<file path="config.mk">
export PLATFORM = sky130hd
export DESIGN_NAME = alu_mul_ctrl
export DESIGN_NICKNAME = d
export VERILOG_FILES = /design/src/rtl/alu_mul_ctrl.sv
export SDC_FILE = /design/constraint.sdc
export NUM_CORES = 1
export LEC_CHECK = 0
export CAP_MARGIN = 10
export CORE_MARGIN = 8
export CORE_UTILIZATION = 44
export CTS_CLUSTER_SIZE = 8
export DETAILED_ROUTE_END_ITERATION = 10
export HOLD_SLACK_MARGIN = 0.12
export PLACE_DENSITY = 0.8
export SYNTH_ARGS = -nofsm -noshare
export SYNTH_HDL_FRONTEND = slang
export SYNTH_SLANG_ARGS = --single-unit
</file>
<file path="constraint.sdc">
create_clock -name clk -period 2.15 [get_ports clk]
set_clock_uncertainty 0.1 [all_clocks]
set_input_delay 0.43 -clock clk [delete_from_list [all_inputs] [get_ports clk]]
set_output_delay 0.43 -clock clk [all_outputs]
set_load 0.01 [all_outputs]
</file>
<file path="src/rtl/alu_mul_ctrl.sv">
// Sequential shift-add unsigned multiplier that borrows an external ALU for its additions.
// Latency: done pulses N+popcount(b) cycles after the accepting edge (8..16 cycles for N=8).
// Backpressure: start is only looked at in IDLE; requests while busy are dropped, not queued.
module alu_mul_ctrl #(
    parameter int DATA_WIDTH = 8
) (
    input  logic                    clk,
    input  logic                    reset,
    input  logic                    start,
    input  logic [DATA_WIDTH-1:0]   a,
    input  logic [DATA_WIDTH-1:0]   b,
    output logic                    busy,
    output logic                    done,
    output logic [2*DATA_WIDTH-1:0] product,
    output logic [DATA_WIDTH-1:0]   alu_a,
    output logic [DATA_WIDTH-1:0]   alu_b,
    output logic [4:0]              alu_opcode,
    input  logic [DATA_WIDTH-1:0]   alu_c
);

    localparam int CW = $clog2(DATA_WIDTH);
    localparam logic [CW-1:0] CNT_LAST = CW'(DATA_WIDTH - 1);
    localparam logic [4:0] OP_LD  = 5'h00;
    localparam logic [4:0] OP_ADD = 5'h02;

    typedef enum logic [1:0] {
        IDLE  = 2'd0,
        ADD   = 2'd1,
        SHIFT = 2'd2,
        DONE  = 2'd3
    } state_t;

    state_t                state;
    state_t                state_nxt;
    logic [DATA_WIDTH-1:0] m_reg;
    logic [DATA_WIDTH-1:0] q_reg;
    logic [DATA_WIDTH-1:0] p_hi;
    logic                  cy;
    logic [CW-1:0]         cnt;

    // State register; reset drops straight back to IDLE, aborting any operation.
    always_ff @(posedge clk or posedge reset) begin
        if (reset) begin
            state <= IDLE;
        end else begin
            state <= state_nxt;
        end
    end

    // Next-state: one optional ADD per multiplier bit, always followed by a SHIFT.
    always_comb begin
        state_nxt = state;
        case (state)
            IDLE: begin
                if (start) begin
                    state_nxt = b[0] ? ADD : SHIFT;
                end
            end
            ADD: begin
                state_nxt = SHIFT;
            end
            SHIFT: begin
                if (cnt == CNT_LAST) begin
                    state_nxt = DONE;
                end else begin
                    // q_reg[1] is the bit that lands in Q[0] after this shift.
                    state_nxt = q_reg[1] ? ADD : SHIFT;
                end
            end
            DONE: begin
                state_nxt = IDLE;
            end
            default: begin
                state_nxt = IDLE;
            end
        endcase
    end

    // Datapath: latch operands, accumulate through the ALU, shift {cy,P_hi,Q} right.
    always_ff @(posedge clk or posedge reset) begin
        if (reset) begin
            m_reg <= '0;
            q_reg <= '0;
            p_hi  <= '0;
            cy    <= 1'b0;
            cnt   <= '0;
        end else begin
            case (state)
                IDLE: begin
                    if (start) begin
                        m_reg <= a;
                        q_reg <= b;
                        p_hi  <= '0;
                        cy    <= 1'b0;
                        cnt   <= '0;
                    end
                end
                ADD: begin
                    p_hi <= alu_c;
                    // The ALU wraps modulo 2^N, so a smaller result means a carry out.
                    cy   <= (alu_c < p_hi);
                end
                SHIFT: begin
                    {cy, p_hi, q_reg} <= {1'b0, cy, p_hi, q_reg[DATA_WIDTH-1:1]};
                    cnt               <= cnt + CW'(1);
                end
                default: begin
                end
            endcase
        end
    end

    // Outputs decode from the state register only, so start never reaches them combinationally.
    always_comb begin
        busy       = (state != IDLE);
        done       = (state == DONE);
        alu_opcode = (state == ADD) ? OP_ADD : OP_LD;
    end

    assign product = {p_hi, q_reg};
    assign alu_a   = p_hi;
    assign alu_b   = m_reg;

endmodule
</file>
==> reports/results.ini, run 1 <==
[run_status]
status=finished, final reports clean

[cts]
clock_latency_ps=280
cts.path.max_buffers=2
cts.clk_slew.worst_paths_ps=60
cts_made_buffers=5
hold_buffers=0
htree_levels=2
cts_tree=done
clockRootBuffer=clkbuf_8
cts_sinks=30

[finish]
fillers=323
diodes=0
area_delta_synth_final_pct=39.4
layout-drive-gt1-share_pct=11.2
nNetsFinal=265
final_area_um2=2390

[synthesis]
yosys.cell_count.top_type=dfrtp_1
synth.largest_area_cell=dfrtp_1
synthArstFlopShare_pct=100
synthFlopType=dfrtp_1
netlist_area_um2=1720
syn_avg_cell_area_um2=10.3
postSynthRegisterBits=30
ys_seq_area_share_pct=43.7
synth_edf_count=0
synth_top_area_share_pct=43.7
synth.distinct_cells=32
yosysWarnings=0
synthTopCellsByCount=30 x dfrtp_1, 15 x o21ai_0, 14 x a22oi_1
syn_inst=167
ys_top_cells_by_area=dfrtp_1 44%, ha_1 9.5%, a22oi_1 6.1%

[placement]
portBuffers=61
place_congestion=0.763
place_ws_ps=213
placed_area_um2=2300
hpwlAfterDp_mm=3.16

[global_routing]
grt_usage_pct=14.4
grt_max_degree=31
grt_pass1_wl_mm=7.07
grt_pass1_vias=1462
gr-total-overflow=0
antenna_found_initial=0

[timing]
setup_ws_ps=119
period_needed_ps=2030
period_share_pct=94.4
maxSlewViolCount=0
setup_tns_ps=0
max_freq_mhz=492
setup_viol=0
hold_violations=0
rsz0062_at_grt=no

[floorplan]
ioPinCount=66
die_area_um2=6160
die_width_um=78.5
die_h_um=78.5
initial_utilization_pct=46.2
coreArea_um2=3720
rows=22

[job]
max_cap_violations=0

[routing]
drtIter0Drc=109
drt_wl_total_mm=4.20
drt.antenna.violating_nets=0
viasPerCell=5.27
dr.pass1.iters=4
vias=1434
routedWlPerCell_um=15.5
drc_errors=0

[setup_path]
cp_max_fo=4
cp.required_ps=1620
r2r_cells=7
crit_path_start_kind=register
arrival_ps=1500
end_kind=output port
r2r_start=state[0]
path_class=reg2out
worstReg2RegEnd=cy
reg2reg_slack_ps=310

[min_path]
hold_path_startpoint=alu_b[2]
min_path_type=reg2reg
holdPathStages=1
min_to=alu_b[2]

[power_and_ir_drop]
power_density_nw_per_um2=1440
irDropWorstVdd_mv=0.685
leakage_uw=0.00104

-- worst max-delay path by stage --
stage / startpoint / to / slack, ps / cells past startpoint
after global routing: state[1] / alu_opcode[1] / 50 / 3
after floorplan: state[0] / busy / 560 / 5
after detailed placement: start / q_reg[2] / 210 / 5
after global placement: start / q_reg[1] / 240 / 5
after CTS: state[0] / busy / 20 / 4
final: state[1] / alu_opcode[1] / 120 / 3
-- layer usage --
| layer | wire length (um) | GRT usage, % | share of wire (%) | vias up |
|---|---|---|---|---|
| met3 | 275 | 4.10 | 6.5 | 7 |
| li1 | - | - | - | 702 |
| met5 | 0 | 0 | 0 | - |
| met1 | 1720 | 16.2 | 41 | 683 |
| met4 | 76 | 6.67 | 1.8 | 0 |
| met2 | 2140 | 24.4 | 51 | 42 |
-- where the power goes --
group          internal [uW]  total (uW)  switching, uW
combinational           1010        1980            973
sequential               817        1020            199
clock                    246         444            198
-- critical path: stages (launching register included) --
cell	delay, ps
dfrtp_1	420
inv_1	100
ha_1	170
clkdlybuf4s50_1	540
-- layout by cell type, fill, tap and decap left out, types with 2 or more instances in the layout --
cell and count:
nor2_1 7, clkbuf_8 6, o21ai_0 15, a21oi_1 9, ha_1 13, o22ai_1 7
a22o_1 2, a22oi_1 14, nand2_1 9, dfrtp_1 30, conb_1 4, clkdlybuf4s50_1 60
mux2_2 8, inv_1 11, and3_1 6, buf_4 7, o32ai_1 2
-- cell families (layout without fill, tap and decap cells) --
| group | count (synthesis) | after routing | share of synthesized area [%] |
|---|---|---|---|
| buf+inv | 31 | 85 | 10.8 |
| mux | 8 | 8 | 5.25 |
| other cells | 1 | 4 | 0.218 |
| flops | 30 | 30 | 43.7 |
| fa+ha+maj | 13 | 13 | 9.48 |
| compound gates | 54 | 54 | 20.1 |
| simple gates | 30 | 30 | 10.4 |
-- area by class of cell --
cell class                 instances  area (um2)  area share, %
clock buffer                       6        82.6           3.45
tap                               48        60.1           2.51
sequential                        30         751           31.4
multi-input combinational        109         792           33.1
timing repair buffer              68         666           27.8
inverter                          11        41.3           1.73
-- repair_timing --
item / in CTS / in global routing
resized for setup: 0 / 1
buffers inserted: 0 / 1
endpoints found under the setup margin: 0 / 1
-- through the flow --
stage / power [uW] / hold slack (ps) / instances / utilization (%)
finish: 3440 / 406 / 272 / 64.4
global route: 3750 / 420 / 272 / 64.4
CTS: 3470 / 409 / 271 / 64.1
detailed placement: 3010 / 395 / 265 / 61.9
global placement: 2970 / 387 / 265 / 61.9
floorplan: 2220 / 364 / 170 / -
Note: power is estimated with default switching activity, not from simulation.
==> inputs of run 2 (changes only) <==
--- a/config.mk
+++ b/config.mk
@@ -6,12 +6,14 @@
 export NUM_CORES = 1
 export LEC_CHECK = 0
 export CAP_MARGIN = 10
+export CORE_ASPECT_RATIO = 0.9
 export CORE_MARGIN = 8
 export CORE_UTILIZATION = 44
 export CTS_CLUSTER_SIZE = 8
 export DETAILED_ROUTE_END_ITERATION = 10
 export HOLD_SLACK_MARGIN = 0.12
 export PLACE_DENSITY = 0.8
+export REMOVE_ABC_BUFFERS = 1
 export SYNTH_ARGS = -nofsm -noshare
 export SYNTH_HDL_FRONTEND = slang
 export SYNTH_SLANG_ARGS = --single-unit
==> reports/results.ini, run 2 (synthesis results as in run 1) <==
[run_status]
status=finished, final reports clean

[setup_path]
cp_max_fo=4  ; unchanged
path_class=reg2out
crit_path_start_kind=register
arrival_ps=1360  ; -140 ps
worstReg2RegEnd=cy
critPathLaunch=state[1]
r2r_start=state[1]
r2r_cells=7  ; unchanged
cp.required_ps=1620  ; about the same
reg2reg_slack_ps=350  ; +40 ps
end_kind=output port

[global_routing]
grt_pass1_wl_mm=6.91  ; -2.2%
grt_pass1_vias=1467  ; +0.34%
grt_usage_pct=14.5  ; +0.17 points
antenna_found_initial=0  ; unchanged
grt_max_degree=31  ; unchanged
gr-total-overflow=0  ; unchanged

[cts]
cts_tree=done
clock_latency_ps=280  ; about the same
hold_buffers=0  ; unchanged
clockRootBuffer=clkbuf_8
cts_setup_buffers=0  ; unchanged
cts_made_buffers=5  ; unchanged
cts_resized=0  ; unchanged
cts_sinks=30  ; unchanged
cts.clk_slew.worst_paths_ps=60  ; about the same
cts.path.max_buffers=2  ; unchanged
htree_levels=2  ; unchanged

[finish]
diodes=0  ; unchanged
mostFrequentLayoutCells=59 x clkdlybuf4s50_1, 30 x dfrtp_1, 15 x o21ai_0
fin_util_pct=64.7  ; +0.28 points
layout-drive-gt1-share_pct=11.6  ; +0.39 points
area_delta_synth_final_pct=40.5
mostFrequentLayoutCell=clkdlybuf4s50_1
nNetsFinal=264  ; -0.38%

[timing]
rsz0062_at_grt=no
hold_violations=0  ; unchanged
setup_viol=0  ; unchanged
period_needed_ps=1890  ; -138 ps
maxSlewViolCount=0  ; unchanged
max_freq_mhz=529  ; +7.3%
setup_tns_ps=0  ; unchanged
period_share_pct=88.0  ; -6.4 points

[routing]
dr.pass1.iters=4  ; unchanged
viasPerCell=5.21  ; -1.2%
routedWlPerCell_um=15.5  ; about the same
drtIter0Drc=96  ; -12%
drc_errors=0  ; unchanged
vias=1411  ; -1.6%
drt_wl_total_mm=4.19  ; -0.36%
drt.antenna.violating_nets=0  ; unchanged

[job]
max_cap_violations=0  ; unchanged

[power_and_ir_drop]
irDropWorstVdd_mv=0.711  ; +3.8%
p_int_uw=2140  ; +3.2%
swShare_pct=39.3  ; -0.46 points
seq_power_share_pct=28.6  ; -0.9 points
combPwrFrac_pct=56.4  ; -1.2 points
p_switching_uw=1390  ; +1.2%
leakage_uw=0.00106  ; +2.6%
p_clk_share_pct=14.9  ; +2.0 points
power_density_nw_per_um2=1460  ; +1.6%

[floorplan]
initial_utilization_pct=46.0  ; -0.19 points
coreArea_um2=3730  ; +0.40%
ioPinCount=66  ; unchanged
die_area_um2=6160  ; about the same
die_h_um=75.3  ; -4.1%
rows=21  ; -4.5%
die_width_um=81.8  ; +4.3%

[min_path]
min_path_type=reg2reg
min_to=alu_b[6]
holdPathStages=1  ; unchanged
hold_path_startpoint=alu_b[6]

[placement]
hpwlAfterDp_mm=3.18  ; +0.42%
portBuffers=61  ; unchanged
place_congestion=0.763  ; about the same

[run 2: critical path: stages, from the launching register on]
cell             delay [ps]
dfrtp_1                 400
ha_1                    160
clkdlybuf4s50_1         530
[run 2: area by class of cell]
| cell class | count | area, um2 |
|---|---|---|
| Fill cell | 305 | 1320 |
| Multi-Input combinational cell | 109 | 792 |
| Sequential cell | 30 | 751 |
| Timing Repair Buffer | 67 | 661 |
| Clock buffer | 8 | 110 |
| Tap cell | 46 | 57.6 |
| Inverter | 11 | 41.3 |
[run 2: worst max-delay path by stage]
| stage | endpoint | slack, ps | depth (start not counted) |
|---|---|---|---|
| final | done | 260 | 2 |
| after global placement | q_reg[4] | 230 | 5 |
| after detailed placement | q_reg[3] | 180 | 5 |
| after CTS | alu_opcode[1] | 30 | 3 |
| after floorplan | cy | 400 | 6 |
| after global routing | done | 200 | 2 |
[run 2: metal layers]
| layer | up-vias | GRT usage [%] | routed length, um | share of wire, % |
|---|---|---|---|---|
| met1 | 672 | 18.1 | 1810 | 43 |
| met4 | 0 | 3.31 | 10 | 0.24 |
| met2 | 46 | 22.0 | 1980 | 47 |
| met5 | - | 0 | 0 | 0 |
| met3 | 2 | 7.16 | 382 | 9.1 |
| li1 | 691 | - | - | - |
[run 2: power groups by stage]
| stage | Sequential (uW) | Clock, uW | Combinational (uW) |
|---|---|---|---|
| 3_5_place_dp | 1020 | 0 | 2000 |
| 4_1_cts | 1010 | 542 | 2020 |
| 2_1_floorplan | 1120 | 0 | 952 |
| 5_1_grt | 1050 | 574 | 2200 |
| 3_3_place_gp | 1010 | 0 | 1970 |
| 6_report | 1010 | 527 | 1990 |
[run 2: through the flow]
stage	power, uW	std cells	hold slack, ps	cell area, um2	setup WS, ps
5_1_grt	3830	271	425	2410	197
4_1_cts	3580	271	408	2410	27.7
3_3_place_gp	2980	263	387	2300	229
6_report	3530	271	401	2410	258
2_1_floorplan	2070	150	364	1580	395
3_5_place_dp	3030	263	391	2300	180
==> inputs of run 3 (changes only) <==
--- a/config.mk
+++ b/config.mk
@@ -12,7 +12,7 @@
 export CTS_CLUSTER_SIZE = 8
 export DETAILED_ROUTE_END_ITERATION = 10
 export HOLD_SLACK_MARGIN = 0.12
-export PLACE_DENSITY = 0.8
+export PLACE_DENSITY_LB_ADDON = 0.12
 export REMOVE_ABC_BUFFERS = 1
 export SYNTH_ARGS = -nofsm -noshare
 export SYNTH_HDL_FRONTEND = slang
==> reports/results.ini, run 3 (synthesis results as in run 1) <==
[floorplan]
initial_utilization_pct=46.0  ; unchanged
die_area_um2=6160  ; unchanged
die_h_um=75.3  ; unchanged
ioPinCount=66  ; unchanged
die_width_um=81.8  ; unchanged
rows=21  ; unchanged
coreArea_um2=3730  ; unchanged

[routing]
viasPerCell=5.39  ; +3.4%
drt_wl_total_mm=4.43  ; +5.7%
dr.pass1.iters=4  ; unchanged
routedWlPerCell_um=16.4  ; +6.1%
drt.antenna.violating_nets=0  ; unchanged
drc_errors=0  ; unchanged
vias=1454  ; +3.0%
drtIter0Drc=67  ; -30%

[setup_path]
crit_chain=ha_1 > clkdlybuf4s50_1
path_class=reg2out
slowest_delay_ps=530  ; about the same
cp_max_fo=4  ; unchanged
cp_slowest_cell=clkdlybuf4s50_1
cp.required_ps=1620  ; about the same
crit_path_start_kind=register
arrival_ps=1360  ; about the same
end_kind=output port

[global_routing]
grt_pass1_vias=1482  ; +1.0%
gr-total-overflow=0  ; unchanged
grt_usage_pct=14.9  ; +0.36 points
antenna_found_initial=0  ; unchanged
grt_max_degree=31  ; unchanged
grt_pass1_wl_mm=7.04  ; +1.8%

[run_status]
status=finished, final reports clean

[finish]
mostFrequentLayoutCells=59 x clkdlybuf4s50_1, 30 x dfrtp_1, 15 x o21ai_0
area_delta_synth_final_pct=39.0
diodes=0  ; unchanged
layout-drive-gt1-share_pct=11.6  ; +0.052 points
mostFrequentLayoutCell=clkdlybuf4s50_1
nNetsFinal=263  ; -0.38%
fillers=324  ; +6.2%

[power_and_ir_drop]
irDropWorstVdd_mv=0.675  ; -5.1%
leakage_uw=0.00104  ; -2.1%
totalPowerFinal_uw=3460  ; -1.9%
power_density_nw_per_um2=1450  ; -0.82%

[timing]
holdWs_ps=410  ; +8.59 ps
period_share_pct=88.1  ; about the same
hold_violations=0  ; unchanged
period_needed_ps=1890  ; +1.47 ps
rsz0062_at_grt=no
max_freq_mhz=528  ; about the same
setup_viol=0  ; unchanged
setup_tns_ps=0  ; unchanged
maxSlewViolCount=0  ; unchanged

[cts]
cts_resized=2  ; +2
cts.clk_slew.worst_paths_ps=60  ; about the same
htree_levels=2  ; unchanged
cts.path.max_buffers=2  ; unchanged
cts_tree=done
cts_sinks=30  ; unchanged
hold_buffers=0  ; unchanged
cts_made_buffers=5  ; unchanged
clockRootBuffer=clkbuf_8
cts_setup_buffers=0  ; unchanged
clock_latency_ps=280  ; about the same

[placement]
hpwlAfterDp_mm=3.39  ; +6.6%
portBuffers=61  ; unchanged
place_congestion=0.748  ; -2.0%

[job]
max_cap_violations=0  ; unchanged

[min_path]
min_path_type=reg2reg

==> run 3: cell count changes in the layout (fill, tap and decap cells not counted), sizes merged <==
| cell | before | now |
|---|---|---|
| clkinv | 0 | 1 |
| clkbuf | 8 | 6 |
| dlymetal6s2s | 2 | 1 |
| dlygate4sd2 | 0 | 1 |
| buf | 6 | 5 |
| clkinvlp | 0 | 1 |
==> run 3: stage by stage <==
step | util [%] | cells | setup WS (ps) | instance area, um2
5_1_grt | 64.0 | 270 | 175 | 2390
2_1_floorplan | - | 150 | 395 | 1580
3_5_place_dp | 61.4 | 262 | 164 | 2290
4_1_cts | 63.9 | 270 | 27.4 | 2380
6_report | 64.0 | 270 | 256 | 2390
3_3_place_gp | 61.4 | 262 | 218 | 2290
==> run 3: path summary, 6_finish.rpt <==
kind / start / to / slack, ps / depth (start not counted)
worst max-delay path: state[1] / done / 260 / 2
worst min-delay path: alu_b[2] / alu_b[2] / 410 / 1
min in group asynchronous: reset / alu_a[4] / 420 / 3
worst min register to register: alu_b[2] / alu_b[2] / 410 / 1
max in group asynchronous: reset / alu_a[2] / 1240 / 3
worst max register to register: state[0] / cy / 330 / 7
==> run 3: cell type report <==
class | count | area [um2] | area share, %
clock buffer | 6 | 82.6 | 3.46
sequential | 30 | 751 | 31.5
timing repair buffer | 66 | 649 | 27.2
inverter | 11 | 41.3 | 1.73
clock inverter | 2 | 12.5 | 0.524
tap | 46 | 57.6 | 2.41
multi-input combinational | 109 | 792 | 33.2
==> run 3: worst max-delay path, delay by kind of cell (launching register included) <==
family                     cells  cell delay, ps
adders and majority gates      1             160
DFF                            1             400
buffers and inverters          1             530
==> run 3: per-layer routing <==
layer / global-route usage [%] / up-vias / routed length [um]
met5: 0 / - / 0
met4: 5.84 / 0 / 42
met3: 5.37 / 5 / 372
met2: 22.9 / 55 / 2080
met1: 18.5 / 699 / 1930
li1: - / 695 / -
==> run 3: where the power goes <==
part	switching (uW)	leakage, uW	internal, uW	total, uW
Sequential	206	0.000381	817	1020
Combinational	985	0.000612	983	1970
Clock	212	0.0000472	257	469
